### config.mk
export PLATFORM = sky130hd
export DESIGN_NAME = multicycle_controller_flat
export DESIGN_NICKNAME = d
export VERILOG_FILES = /design/src/rtl/multicycle_controller_if.sv /design/src/rtl/multicycle_controller.sv /design/src/flat_wrapper.sv
export SDC_FILE = /design/constraint.sdc
export NUM_CORES = 1
export LEC_CHECK = 0
export BUFFER_PORTS_ARGS = -buffer_cell sky130_fd_sc_hd__buf_2
export CAP_MARGIN = 25
export CORE_ASPECT_RATIO = 0.9
export CORE_MARGIN = 2
export CORE_UTILIZATION = 46
export CTS_BUF_LIST = sky130_fd_sc_hd__clkbuf_8 sky130_fd_sc_hd__clkbuf_16
export CTS_CLUSTER_SIZE = 8
export DETAILED_ROUTE_END_ITERATION = 8
export PLACE_DENSITY = 0.79
export REMOVE_ABC_BUFFERS = 1
export SYNTH_ARGS = -nofsm -noshare
export SYNTH_HDL_FRONTEND = slang
export SYNTH_SLANG_ARGS = --single-unit
### constraint.sdc
create_clock -name clk -period 2 [get_ports clk]
set_clock_uncertainty 0.1 [all_clocks]
set_input_delay 0 -clock clk [delete_from_list [all_inputs] [get_ports clk]]
set_output_delay 0 -clock clk [all_outputs]
set_load 0.03 [all_outputs]
### src/rtl/multicycle_controller_if.sv
// Instruction-field and datapath-control bundle between the multicycle controller
// (master) and the shared-memory/shared-ALU datapath (slave).
interface multicycle_controller_if;
    logic [3:0] Cond;
    logic [1:0] Op;
    logic [5:0] Funct;
    logic [3:0] Rd;
    logic [3:0] ALUFlags;

    logic       PCWrite;
    logic       IRWrite;
    logic       RegWrite;
    logic       MemWrite;
    logic       AdrSrc;
    logic       ALUSrcA;
    logic [1:0] ResultSrc;
    logic [1:0] ALUSrcB;
    logic [1:0] ImmSrc;
    logic [1:0] RegSrc;
    logic [2:0] ALUControl;
    logic [3:0] Flags;
    logic       instr_done;
    logic       illegal;

    modport master (
        input  Cond, Op, Funct, Rd, ALUFlags,
        output PCWrite, IRWrite, RegWrite, MemWrite, AdrSrc, ALUSrcA,
               ResultSrc, ALUSrcB, ImmSrc, RegSrc, ALUControl, Flags,
               instr_done, illegal
    );

    modport slave (
        output Cond, Op, Funct, Rd, ALUFlags,
        input  PCWrite, IRWrite, RegWrite, MemWrite, AdrSrc, ALUSrcA,
               ResultSrc, ALUSrcB, ImmSrc, RegSrc, ALUControl, Flags,
               instr_done, illegal
    );
endinterface

### src/rtl/multicycle_controller.sv
// Multicycle ARM control unit: fetch/decode/execute/memory/writeback sequencing,
// NZCV flag register and condition-gated architectural writes.
module multicycle_controller #(
    parameter bit EXT_OPS = 1'b0
) (
    input logic                      clk,
    input logic                      reset_n,
    multicycle_controller_if.master  bus
);

    typedef enum logic [3:0] {
        FETCH, DECODE, MEMADR, MEMREAD, MEMWB, MEMWRITE,
        EXECUTER, EXECUTEI, ALUWB, BRANCH
    } stateT;

    stateT      state;
    stateT      stateNext;
    logic [3:0] flags;
    logic       condexQ;

    logic [3:0] cmd;
    logic       sBit;
    logic       cmdOk;
    logic       arith;
    logic       isCmp;
    logic [2:0] aluDec;
    logic       illegalDec;
    logic       condEx;
    logic       noWrite;
    logic       pcs;

    logic       nextPC;
    logic       irWrite;
    logic       regW;
    logic       memW;
    logic       branch;
    logic       aluOp;
    logic       adrSrc;
    logic       aluSrcA;
    logic [1:0] aluSrcB;
    logic [1:0] resultSrc;
    logic       done;
    logic       illegalOut;

    assign cmd  = bus.Funct[4:1];
    assign sBit = bus.Funct[0];

    always_comb begin
        cmdOk  = 1'b1;
        arith  = 1'b0;
        isCmp  = 1'b0;
        aluDec = 3'b000;
        case (cmd)
            4'b0100: begin aluDec = 3'b000; arith = 1'b1; end
            4'b0010: begin aluDec = 3'b001; arith = 1'b1; end
            4'b0000: aluDec = 3'b010;
            4'b1100: aluDec = 3'b011;
            4'b1010: begin aluDec = 3'b001; arith = 1'b1; isCmp = 1'b1; end
            4'b0001: begin aluDec = 3'b100; cmdOk = EXT_OPS; end
            4'b1101: begin aluDec = 3'b101; cmdOk = EXT_OPS; end
            4'b1110: begin aluDec = 3'b110; cmdOk = EXT_OPS; end
            default: cmdOk = 1'b0;
        endcase
    end

    assign illegalDec = (bus.Op == 2'b11) || ((bus.Op == 2'b00) && !cmdOk);

    always_comb begin
        condEx = 1'b1;
        case (bus.Cond)
            4'b0000: condEx = flags[2];
            4'b0001: condEx = ~flags[2];
            4'b0010: condEx = flags[1];
            4'b0011: condEx = ~flags[1];
            4'b0100: condEx = flags[3];
            4'b0101: condEx = ~flags[3];
            4'b0110: condEx = flags[0];
            4'b0111: condEx = ~flags[0];
            4'b1000: condEx = flags[1] & ~flags[2];
            4'b1001: condEx = ~flags[1] | flags[2];
            4'b1010: condEx = (flags[3] == flags[0]);
            4'b1011: condEx = (flags[3] != flags[0]);
            4'b1100: condEx = ~flags[2] & (flags[3] == flags[0]);
            4'b1101: condEx = flags[2] | (flags[3] != flags[0]);
            default: condEx = 1'b1;
        endcase
    end

    always_ff @(posedge clk or negedge reset_n) begin
        if (!reset_n) begin
            state <= FETCH;
        end else begin
            state <= stateNext;
        end
    end

    // condexQ is captured once in DECODE and qualifies every write for the rest
    // of the instruction, so later flag changes cannot affect it.
    always_ff @(posedge clk or negedge reset_n) begin
        if (!reset_n) begin
            condexQ <= 1'b0;
            flags   <= '0;
        end else begin
            if (state == DECODE) begin
                condexQ <= condEx;
            end
            if ((state == EXECUTER || state == EXECUTEI) && condexQ) begin
                if (sBit) begin
                    flags[3:2] <= bus.ALUFlags[3:2];
                end
                if (sBit && arith) begin
                    flags[1:0] <= bus.ALUFlags[1:0];
                end
            end
        end
    end

    always_comb begin
        stateNext  = state;
        nextPC     = 1'b0;
        irWrite    = 1'b0;
        regW       = 1'b0;
        memW       = 1'b0;
        branch     = 1'b0;
        aluOp      = 1'b0;
        adrSrc     = 1'b0;
        aluSrcA    = 1'b0;
        aluSrcB    = 2'b00;
        resultSrc  = 2'b00;
        done       = 1'b0;
        illegalOut = 1'b0;
        case (state)
            FETCH: begin
                aluSrcA   = 1'b1;
                aluSrcB   = 2'b10;
                resultSrc = 2'b10;
                irWrite   = 1'b1;
                nextPC    = 1'b1;
                stateNext = DECODE;
            end
            DECODE: begin
                aluSrcA   = 1'b1;
                aluSrcB   = 2'b10;
                resultSrc = 2'b10;
                if (illegalDec) begin
                    illegalOut = 1'b1;
                    done       = 1'b1;
                    stateNext  = FETCH;
                end else begin
                    case (bus.Op)
                        2'b00:   stateNext = bus.Funct[5] ? EXECUTEI : EXECUTER;
                        2'b01:   stateNext = MEMADR;
                        default: stateNext = BRANCH;
                    endcase
                end
            end
            MEMADR: begin
                aluSrcB   = 2'b01;
                stateNext = sBit ? MEMREAD : MEMWRITE;
            end
            MEMREAD: begin
                adrSrc    = 1'b1;
                stateNext = MEMWB;
            end
            MEMWB: begin
                resultSrc = 2'b01;
                regW      = 1'b1;
                done      = 1'b1;
                stateNext = FETCH;
            end
            MEMWRITE: begin
                adrSrc    = 1'b1;
                memW      = 1'b1;
                done      = 1'b1;
                stateNext = FETCH;
            end
            EXECUTER: begin
                aluSrcB   = 2'b00;
                aluOp     = 1'b1;
                stateNext = ALUWB;
            end
            EXECUTEI: begin
                aluSrcB   = 2'b01;
                aluOp     = 1'b1;
                stateNext = ALUWB;
            end
            ALUWB: begin
                regW      = 1'b1;
                done      = 1'b1;
                stateNext = FETCH;
            end
            BRANCH: begin
                aluSrcB   = 2'b01;
                resultSrc = 2'b10;
                branch    = 1'b1;
                done      = 1'b1;
                stateNext = FETCH;
            end
            default: stateNext = FETCH;
        endcase
    end

    // NoWrite only applies to data-processing CMP; memory Funct bits can alias cmd 1010.
    assign noWrite = isCmp && (bus.Op == 2'b00);
    assign pcs     = branch | (regW & (bus.Rd == 4'b1111));

    assign bus.PCWrite    = reset_n & (nextPC | (pcs & condexQ));
    assign bus.IRWrite    = reset_n & irWrite;
    assign bus.RegWrite   = reset_n & regW & condexQ & ~noWrite;
    assign bus.MemWrite   = reset_n & memW & condexQ;
    assign bus.instr_done = reset_n & done;
    assign bus.illegal    = reset_n & illegalOut;

    assign bus.AdrSrc     = adrSrc;
    assign bus.ALUSrcA    = aluSrcA;
    assign bus.ALUSrcB    = aluSrcB;
    assign bus.ResultSrc  = resultSrc;
    assign bus.ALUControl = aluOp ? aluDec : 3'b000;
    assign bus.ImmSrc     = bus.Op;
    assign bus.RegSrc     = {bus.Op == 2'b01, bus.Op == 2'b10};
    assign bus.Flags      = flags;

endmodule

### src/flat_wrapper.sv
// flat-port wrapper written by rule: the top's interface ports become plain ports
module multicycle_controller_flat 
#(
    parameter bit EXT_OPS = 1'b0
)
  (clk, reset_n, bus_Cond, bus_Op, bus_Funct, bus_Rd, bus_ALUFlags, bus_PCWrite, bus_IRWrite, bus_RegWrite, bus_MemWrite, bus_AdrSrc, bus_ALUSrcA, bus_ResultSrc, bus_ALUSrcB, bus_ImmSrc, bus_RegSrc, bus_ALUControl, bus_Flags, bus_instr_done, bus_illegal);
  multicycle_controller_if bus_i ();
  input logic clk;
  input logic reset_n;
  input wire logic [$bits(bus_i.Cond)-1:0] bus_Cond;
  input wire logic [$bits(bus_i.Op)-1:0] bus_Op;
  input wire logic [$bits(bus_i.Funct)-1:0] bus_Funct;
  input wire logic [$bits(bus_i.Rd)-1:0] bus_Rd;
  input wire logic [$bits(bus_i.ALUFlags)-1:0] bus_ALUFlags;
  output wire logic [$bits(bus_i.PCWrite)-1:0] bus_PCWrite;
  output wire logic [$bits(bus_i.IRWrite)-1:0] bus_IRWrite;
  output wire logic [$bits(bus_i.RegWrite)-1:0] bus_RegWrite;
  output wire logic [$bits(bus_i.MemWrite)-1:0] bus_MemWrite;
  output wire logic [$bits(bus_i.AdrSrc)-1:0] bus_AdrSrc;
  output wire logic [$bits(bus_i.ALUSrcA)-1:0] bus_ALUSrcA;
  output wire logic [$bits(bus_i.ResultSrc)-1:0] bus_ResultSrc;
  output wire logic [$bits(bus_i.ALUSrcB)-1:0] bus_ALUSrcB;
  output wire logic [$bits(bus_i.ImmSrc)-1:0] bus_ImmSrc;
  output wire logic [$bits(bus_i.RegSrc)-1:0] bus_RegSrc;
  output wire logic [$bits(bus_i.ALUControl)-1:0] bus_ALUControl;
  output wire logic [$bits(bus_i.Flags)-1:0] bus_Flags;
  output wire logic [$bits(bus_i.instr_done)-1:0] bus_instr_done;
  output wire logic [$bits(bus_i.illegal)-1:0] bus_illegal;
  assign bus_i.Cond = bus_Cond;
  assign bus_i.Op = bus_Op;
  assign bus_i.Funct = bus_Funct;
  assign bus_i.Rd = bus_Rd;
  assign bus_i.ALUFlags = bus_ALUFlags;
  assign bus_PCWrite = bus_i.PCWrite;
  assign bus_IRWrite = bus_i.IRWrite;
  assign bus_RegWrite = bus_i.RegWrite;
  assign bus_MemWrite = bus_i.MemWrite;
  assign bus_AdrSrc = bus_i.AdrSrc;
  assign bus_ALUSrcA = bus_i.ALUSrcA;
  assign bus_ResultSrc = bus_i.ResultSrc;
  assign bus_ALUSrcB = bus_i.ALUSrcB;
  assign bus_ImmSrc = bus_i.ImmSrc;
  assign bus_RegSrc = bus_i.RegSrc;
  assign bus_ALUControl = bus_i.ALUControl;
  assign bus_Flags = bus_i.Flags;
  assign bus_instr_done = bus_i.instr_done;
  assign bus_illegal = bus_i.illegal;
  multicycle_controller #(.EXT_OPS(EXT_OPS)) u_core (.clk(clk), .reset_n(reset_n), .bus(bus_i));
endmodule
==> results of run 1 <==
## worst paths after layout
path	from	end	depth (start not counted)
hold / removal	bus_Funct[5]	u_core.state[0]	3
setup / recovery	u_core.state[1]	bus_illegal	5
hold reg to reg	u_core.bus.Flags[1]	u_core.bus.Flags[1]	1
max in group asynchronous	reset_n	u_core.state[1]	2
min in group asynchronous	reset_n	u_core.bus.Flags[2]	2
setup reg to reg	u_core.state[3]	u_core.bus.Flags[0]	4
## synthesized netlist by cell type, drive strengths merged (2+ instances only)
| cell type | count | share of area |
|---|---|---|
| a31oi | 2 | 0.013 |
| a211oi | 5 | 0.039 |
| nor2 | 7 | 0.027 |
| or3 | 2 | 0.013 |
| nand2b | 11 | 0.071 |
| mux2 | 5 | 0.058 |
| xnor2 | 3 | 0.027 |
| buf | 7 | 0.044 |
| nand3 | 6 | 0.031 |
| nor4b | 2 | 0.025 |
| nand4b | 2 | 0.018 |
| dfrtp | 9 | 0.23 |
| and2 | 2 | 0.016 |
| o31ai | 2 | 0.016 |
| inv | 2 | 0.0078 |
| a21oi | 6 | 0.031 |
| or2 | 3 | 0.019 |
| nor3b | 3 | 0.023 |
| o21ai | 3 | 0.016 |
| nor4 | 2 | 0.013 |
| nor3 | 6 | 0.048 |
| nor2b | 4 | 0.034 |
| nand2 | 8 | 0.031 |
## registers in the layout (all words and copies together) (netlist names)
signal,flops
u_core.bus.Flags,4
u_core.state,4
u_core.condexQ,1
## repair_timing
| item | 4_1_cts | 5_1_grt |
|---|---|---|
| buffers inserted | 0 | 0 |
| hold buffers | 7 | 0 |
| endpoints found under the setup margin | 0 | 2 |
| endpoints found under the hold margin | 16 | 0 |
| gates resized for setup | 0 | 2 |
## kinds of logic after synthesis
family	after synthesis	synth area share
xor+xnor	4	0.0363
buf+inv	10	0.0557
mux	6	0.0686
simple gates	62	0.415
compound gates	27	0.192
flops	9	0.233
## per-stage QoR
step / setup WS, ns / cells
global placement: 0.327 / 181
floorplan: 0.0949 / 110
CTS: 0.0302 / 192
global route: 0.0181 / 192
finish: 0.133 / 192
detailed placement: 0.280 / 181
## worst register-to-register path, delay by kind of cell (launching register included)
kind	cells	cell delay, ns
simple gates	3	0.62
flops	1	0.52
mux	1	0.34
## per-layer routing
layer | share of wire | global-route usage | vias to the layer above
met5 | 0 | 0 | -
met3 | 0.058 | 0.0438 | 4
li1 | - | - | 533
met1 | 0.43 | 0.307 | 494
met4 | 0.013 | 0.0872 | 0
met2 | 0.50 | 0.410 | 43
## power groups by stage
stage	logic (mW)	clock network, mW	registers (mW)
floorplan	0.664	0	0.424
detailed placement	1.03	0	0.374
finish	1.06	0.217	0.383
global route	1.15	0.233	0.396
CTS	1.05	0.222	0.371
global placement	1.01	0	0.369
## cell type report
type / instances / area, µm²
multi-input combinational: 99 / 696
fill: 177 / 639
timing repair buffer: 53 / 305
sequential: 9 / 226
clock buffer: 3 / 41.3
tap: 25 / 31.3
inverter: 2 / 7.51
clock inverter: 1 / 5.00
==> out/results.txt, run 1 <==
Largest net degree at the start of global routing: 17
Setup TNS: 0 ns
Hold Path Class: input pin to register
Register area share after synthesis: 0.233
Htree depth: 1
Crit share post-route: 0.934
Hold violation count in the final report: 0
Status: finished clean
Syn Inst Count: 118
Int Pwr: 0.784 mW
Crit-path cells: nor3_2 -> nand2_1 -> o31ai_1 -> and2_1 -> buf_2
Cell variety after synth: 47
Mean Syn Cell Area: 8.19 µm²
Sw frac: 0.528
Core area: 0.00195 mm²
Final setup fails: 0
Critical Path AT: 1.77 ns
CTS Sinks: 9
CTS tree: yes
R2r setup slk: 0.29 ns
Chip Width: 52.3 µm
Final core occ: 0.672
Max clock buf depth: 2
Clk pwr share: 0.131
Relative slew slack: 0.667
PortBufs: 44
P_leak: 0.617 nW
EDFF count, synth: 0
PwrDens: 1270 mW/mm²
VDD IR-drop max: 0.726 mV
Max incr delay on CP: 0.53 ns
Initial Util: 0.495
Clock transition at path regs: 0.05 ns
Fin Hold WS: 0.0323 ns
Buf+Inv Stages, Crit Path: 1
CP Launch Type: register
Cell Rows: 15
Layout cells sized above 1: 0.371
DR vias/cell: 5.59
CP endpoint kind: primary output
NetSw: 0.879 mW
Post-route ant nets: 0
Die area: 0.00248 mm²
Ys async rst share: 1.00
Minimum clock period: 1.87 ns
Most common cell after layout, fill and taps aside: buf_2
GRT overflow: 0
Unrepaired setup endpoints after global routing: no
Clock latency on the worst-skew pair: 0.24 ns
GRT Total Usage: 0.239
Design Area, Final: 0.00131 mm²
Required @ worst endpoint: 1.90 ns
Part of the power in registers: 0.230
Final nets: 190
Final Routed Wirelength: 2730 µm
First-pass GRT wire length: 4350 µm
FF+latch count, synth: 9
Dpl cell area: 0.00119 mm²
Initial antenna violation count: 0
Pre-Repair DR Iteration Count: 4
Synthesis Warnings: 0
Wirelength per Cell: 14.2 µm
CTS Buf Count: 3
Die height: 47.5 µm
Worst path slowest cell: dfrtp_2
Vias in the first global route: 1,013
ANT cells: 0
Most frequent cells in the layout: buf_2 (44), nand2b_1 (11), nand2_1 (8), dfrtp_1 (8)
Area growth syn-to-layout: 35.9%
Final GP Congestion: 0.810
DR iter-0 viols: 16
I/O pin count: 45
Detail Placement HPWL: 2050 µm
FMAX: 536 MHz
Measured slew at the worst slew-check pin: 0.487 ns
Overall power: 1.66 mW
Routed via count: 1,074
Clk root buf: clkbuf_8
Cell class contributing the biggest share of worst-path delay: flip-flops
CP max FO: 16
Ys flop type: dfrtp_1
Cell area after synthesis: 966 µm²
# DRC: 0
Comb pwr share: 0.639
CP Class: register to primary output
# Max-Cap Violations: 0
Slew Viols, Final: 0
(Power assumes the default switching activity.)
==> run 2: changes to the inputs <==
--- a/config.mk
+++ b/config.mk
@@ -8,7 +8,6 @@
 export BUFFER_PORTS_ARGS = -buffer_cell sky130_fd_sc_hd__buf_2
 export CAP_MARGIN = 25
 export CORE_ASPECT_RATIO = 0.9
-export CORE_MARGIN = 2
 export CORE_UTILIZATION = 46
 export CTS_BUF_LIST = sky130_fd_sc_hd__clkbuf_8 sky130_fd_sc_hd__clkbuf_16
 export CTS_CLUSTER_SIZE = 8
==> constraint.sdc (replaced) <==
create_clock -name clk -period 1.9 [get_ports clk]
set_clock_uncertainty 0.1 [all_clocks]
set_input_delay 0 -clock clk [delete_from_list [all_inputs] [get_ports clk]]
set_output_delay 0 -clock clk [all_outputs]
set_load 0.03 [all_outputs]
==> run 2 against run 1 <==
Effect of this change: highest routed layer unchanged; critical path type unchanged; global-route usage decreased by 0.11 points; largest power group unchanged; clock power decreased by 2%; register-to-register slack got worse by 0.07 ns; non-clock buffer count rose by 2; sequential cell count is the same; critical endpoint unchanged; cell count is 1.0% higher.
==> out/results.txt, run 2 (synthesis results as in run 1) <==
Status: finished clean (unchanged)
Clock latency on the worst-skew pair: 0.23 ns (was 0.24 ns)
Minimum clock period: 1.80 ns
Largest net degree at the start of global routing: 13 (was 17)
Setup TNS: 0 ns (unchanged)
Wirelength per Cell: 13.7 µm (was 14.2 µm)
Detail Placement HPWL: 1990 µm (was 2050 µm)
ANT cells: 0 (unchanged)
PortBufs: 44 (unchanged)
Post-route ant nets: 0 (unchanged)
Final nets: 192 (was 190)
Hold violation count in the final report: 0 (unchanged)
CP Class: register to primary output (unchanged)
Initial Util: 0.495 (unchanged)
Clock transition at path regs: 0.04 ns (was 0.05 ns)
Pre-Repair DR Iteration Count: 4 (unchanged)
Crit share post-route: 0.946
Most common cell after layout, fill and taps aside: buf_2 (unchanged)
CTS tree: yes (unchanged)
Chip Width: 50.3 µm (was 52.3 µm)
Routed via count: 1,045 (was 1,074)
P_leak: 0.622 nW (was 0.617 nW)
I/O pin count: 45 (unchanged)
CP Launch Type: register (unchanged)
Area growth syn-to-layout: 37.3% (was 35.9%)
First-pass GRT wire length: 4120 µm (was 4350 µm)
GRT overflow: 0 (unchanged)
PwrDens: 1330 mW/mm² (was 1270 mW/mm²)
Vias in the first global route: 954 (was 1,013)
CTS Buf Count: 3 (unchanged)
Relative slew slack: 0.720 (was 0.667)
Hold Path Class: input pin to register (unchanged)
GRT Total Usage: 0.238 (was 0.239)
Setup ws final: 0.103 ns (was 0.133 ns)
DR vias/cell: 5.39 (was 5.59)
Final core occ: 0.679 (was 0.672)
Layout cells sized above 1: 0.385 (was 0.371)
Clk root buf: clkbuf_8 (unchanged)
Measured slew at the worst slew-check pin: 0.409 ns (was 0.487 ns)
Required @ worst endpoint: 1.80 ns (was 1.90 ns)
FMAX: 557 MHz
Most frequent cells in the layout: buf_2 (44), nand2b_1 (11), nand2_1 (8), nor2_1 (7), dlygate4sd3_1 (7) (was buf_2 (44), nand2b_1 (11), nand2_1 (8), dfrtp_1 (8))
Die area: 0.00229 mm² (was 0.00248 mm²)
Die height: 45.5 µm (was 47.5 µm)
Cell Rows: 15 (unchanged)
Filler cells: 173 (was 177)
Final setup fails: 0 (unchanged)
Critical Path AT: 1.70 ns (was 1.77 ns)
Final Routed Wirelength: 2660 µm (was 2730 µm)
Core area: 0.00195 mm² (unchanged)
DR iter-0 viols: 25 (was 16)
# Max-Cap Violations: 0 (unchanged)
# DRC: 0 (unchanged)
Dpl ws: 0.155 ns (was 0.280 ns)
CP endpoint kind: primary output (unchanged)
VDD IR-drop max: 0.951 mV (was 0.726 mV)
CP max FO: 7 (was 16)
R2r setup slk: 0.22 ns (was 0.29 ns)
Max clock buf depth: 2 (unchanged)
Slew Viols, Final: 0 (unchanged)
Htree depth: 1 (unchanged)
Final GP Congestion: 0.842 (was 0.810)
Initial antenna violation count: 0 (unchanged)
CTS Sinks: 9 (unchanged)
-- run 2: final cells by class --
| class | instances | area (µm²) | area share |
|---|---|---|---|
| repair buffers | 55 | 320 | 0.242 |
| flip-flops and latches | 9 | 229 | 0.173 |
| clock buffers | 3 | 41.3 | 0.0311 |
| well taps | 25 | 31.3 | 0.0236 |
| inverters | 2 | 7.51 | 0.00566 |
| multi-input cells | 99 | 693 | 0.523 |
| clock inverters | 1 | 3.75 | 0.00283 |
-- run 2: report_power, final --
| part | total, mW | internal, mW | switching (mW) |
|---|---|---|---|
| Combinational | 1.14 | 0.442 | 0.694 |
| Sequential | 0.414 | 0.265 | 0.149 |
| Clock | 0.212 | 0.140 | 0.0714 |
| Total | 1.76 | 0.847 | 0.915 |
-- run 2: path summary, 6_finish.rpt --
check,startpoint,endpoint,depth (start not counted)
min in group asynchronous,reset_n,u_core.bus.Flags[1],2
setup reg to reg,u_core.state[2],u_core.bus.Flags[0],4
hold / removal,bus_Cond[1],u_core.condexQ,3
hold reg to reg,u_core.bus.Flags[1],u_core.bus.Flags[1],1
setup / recovery,u_core.state[1],bus_illegal,5
max in group asynchronous,reset_n,u_core.state[2],2
-- run 2: layer usage --
| layer | share of wire | up-vias | GRT usage |
|---|---|---|---|
| met5 | 0 | - | 0 |
| met4 | 0.0053 | 0 | 0.0167 |
| met3 | 0.040 | 2 | 0.0400 |
| met2 | 0.49 | 30 | 0.424 |
| met1 | 0.46 | 472 | 0.318 |
| li1 | - | 541 | - |
-- run 2: repair_timing --
action,4_1_cts,5_1_grt
hold buffers,7,0
hold endpoints to repair,15,0
setup buffers,0,0
gates resized for setup,0,4
endpoints found under the setup margin,0,4
-- run 2: metrics by stage --
step,std cells,cell area [µm²],hold WS [ns],power (mW)
6_report,194,1330,0.000244,1.76
3_5_place_dp,183,1200,-0.215,1.51
4_1_cts,194,1320,0.000778,1.74
2_1_floorplan,110,920,-0.396,1.15
3_3_place_gp,183,1200,-0.221,1.49
5_1_grt,194,1330,0.0131,1.90
-- run 2: critical path, cell delays in order (launching register included) --
cell and delay (ns):
dfrtp_2 0.48, nor3_4 0.26, nand2_1 0.09, o31ai_1 0.29, and2_1 0.16, buf_2 0.19
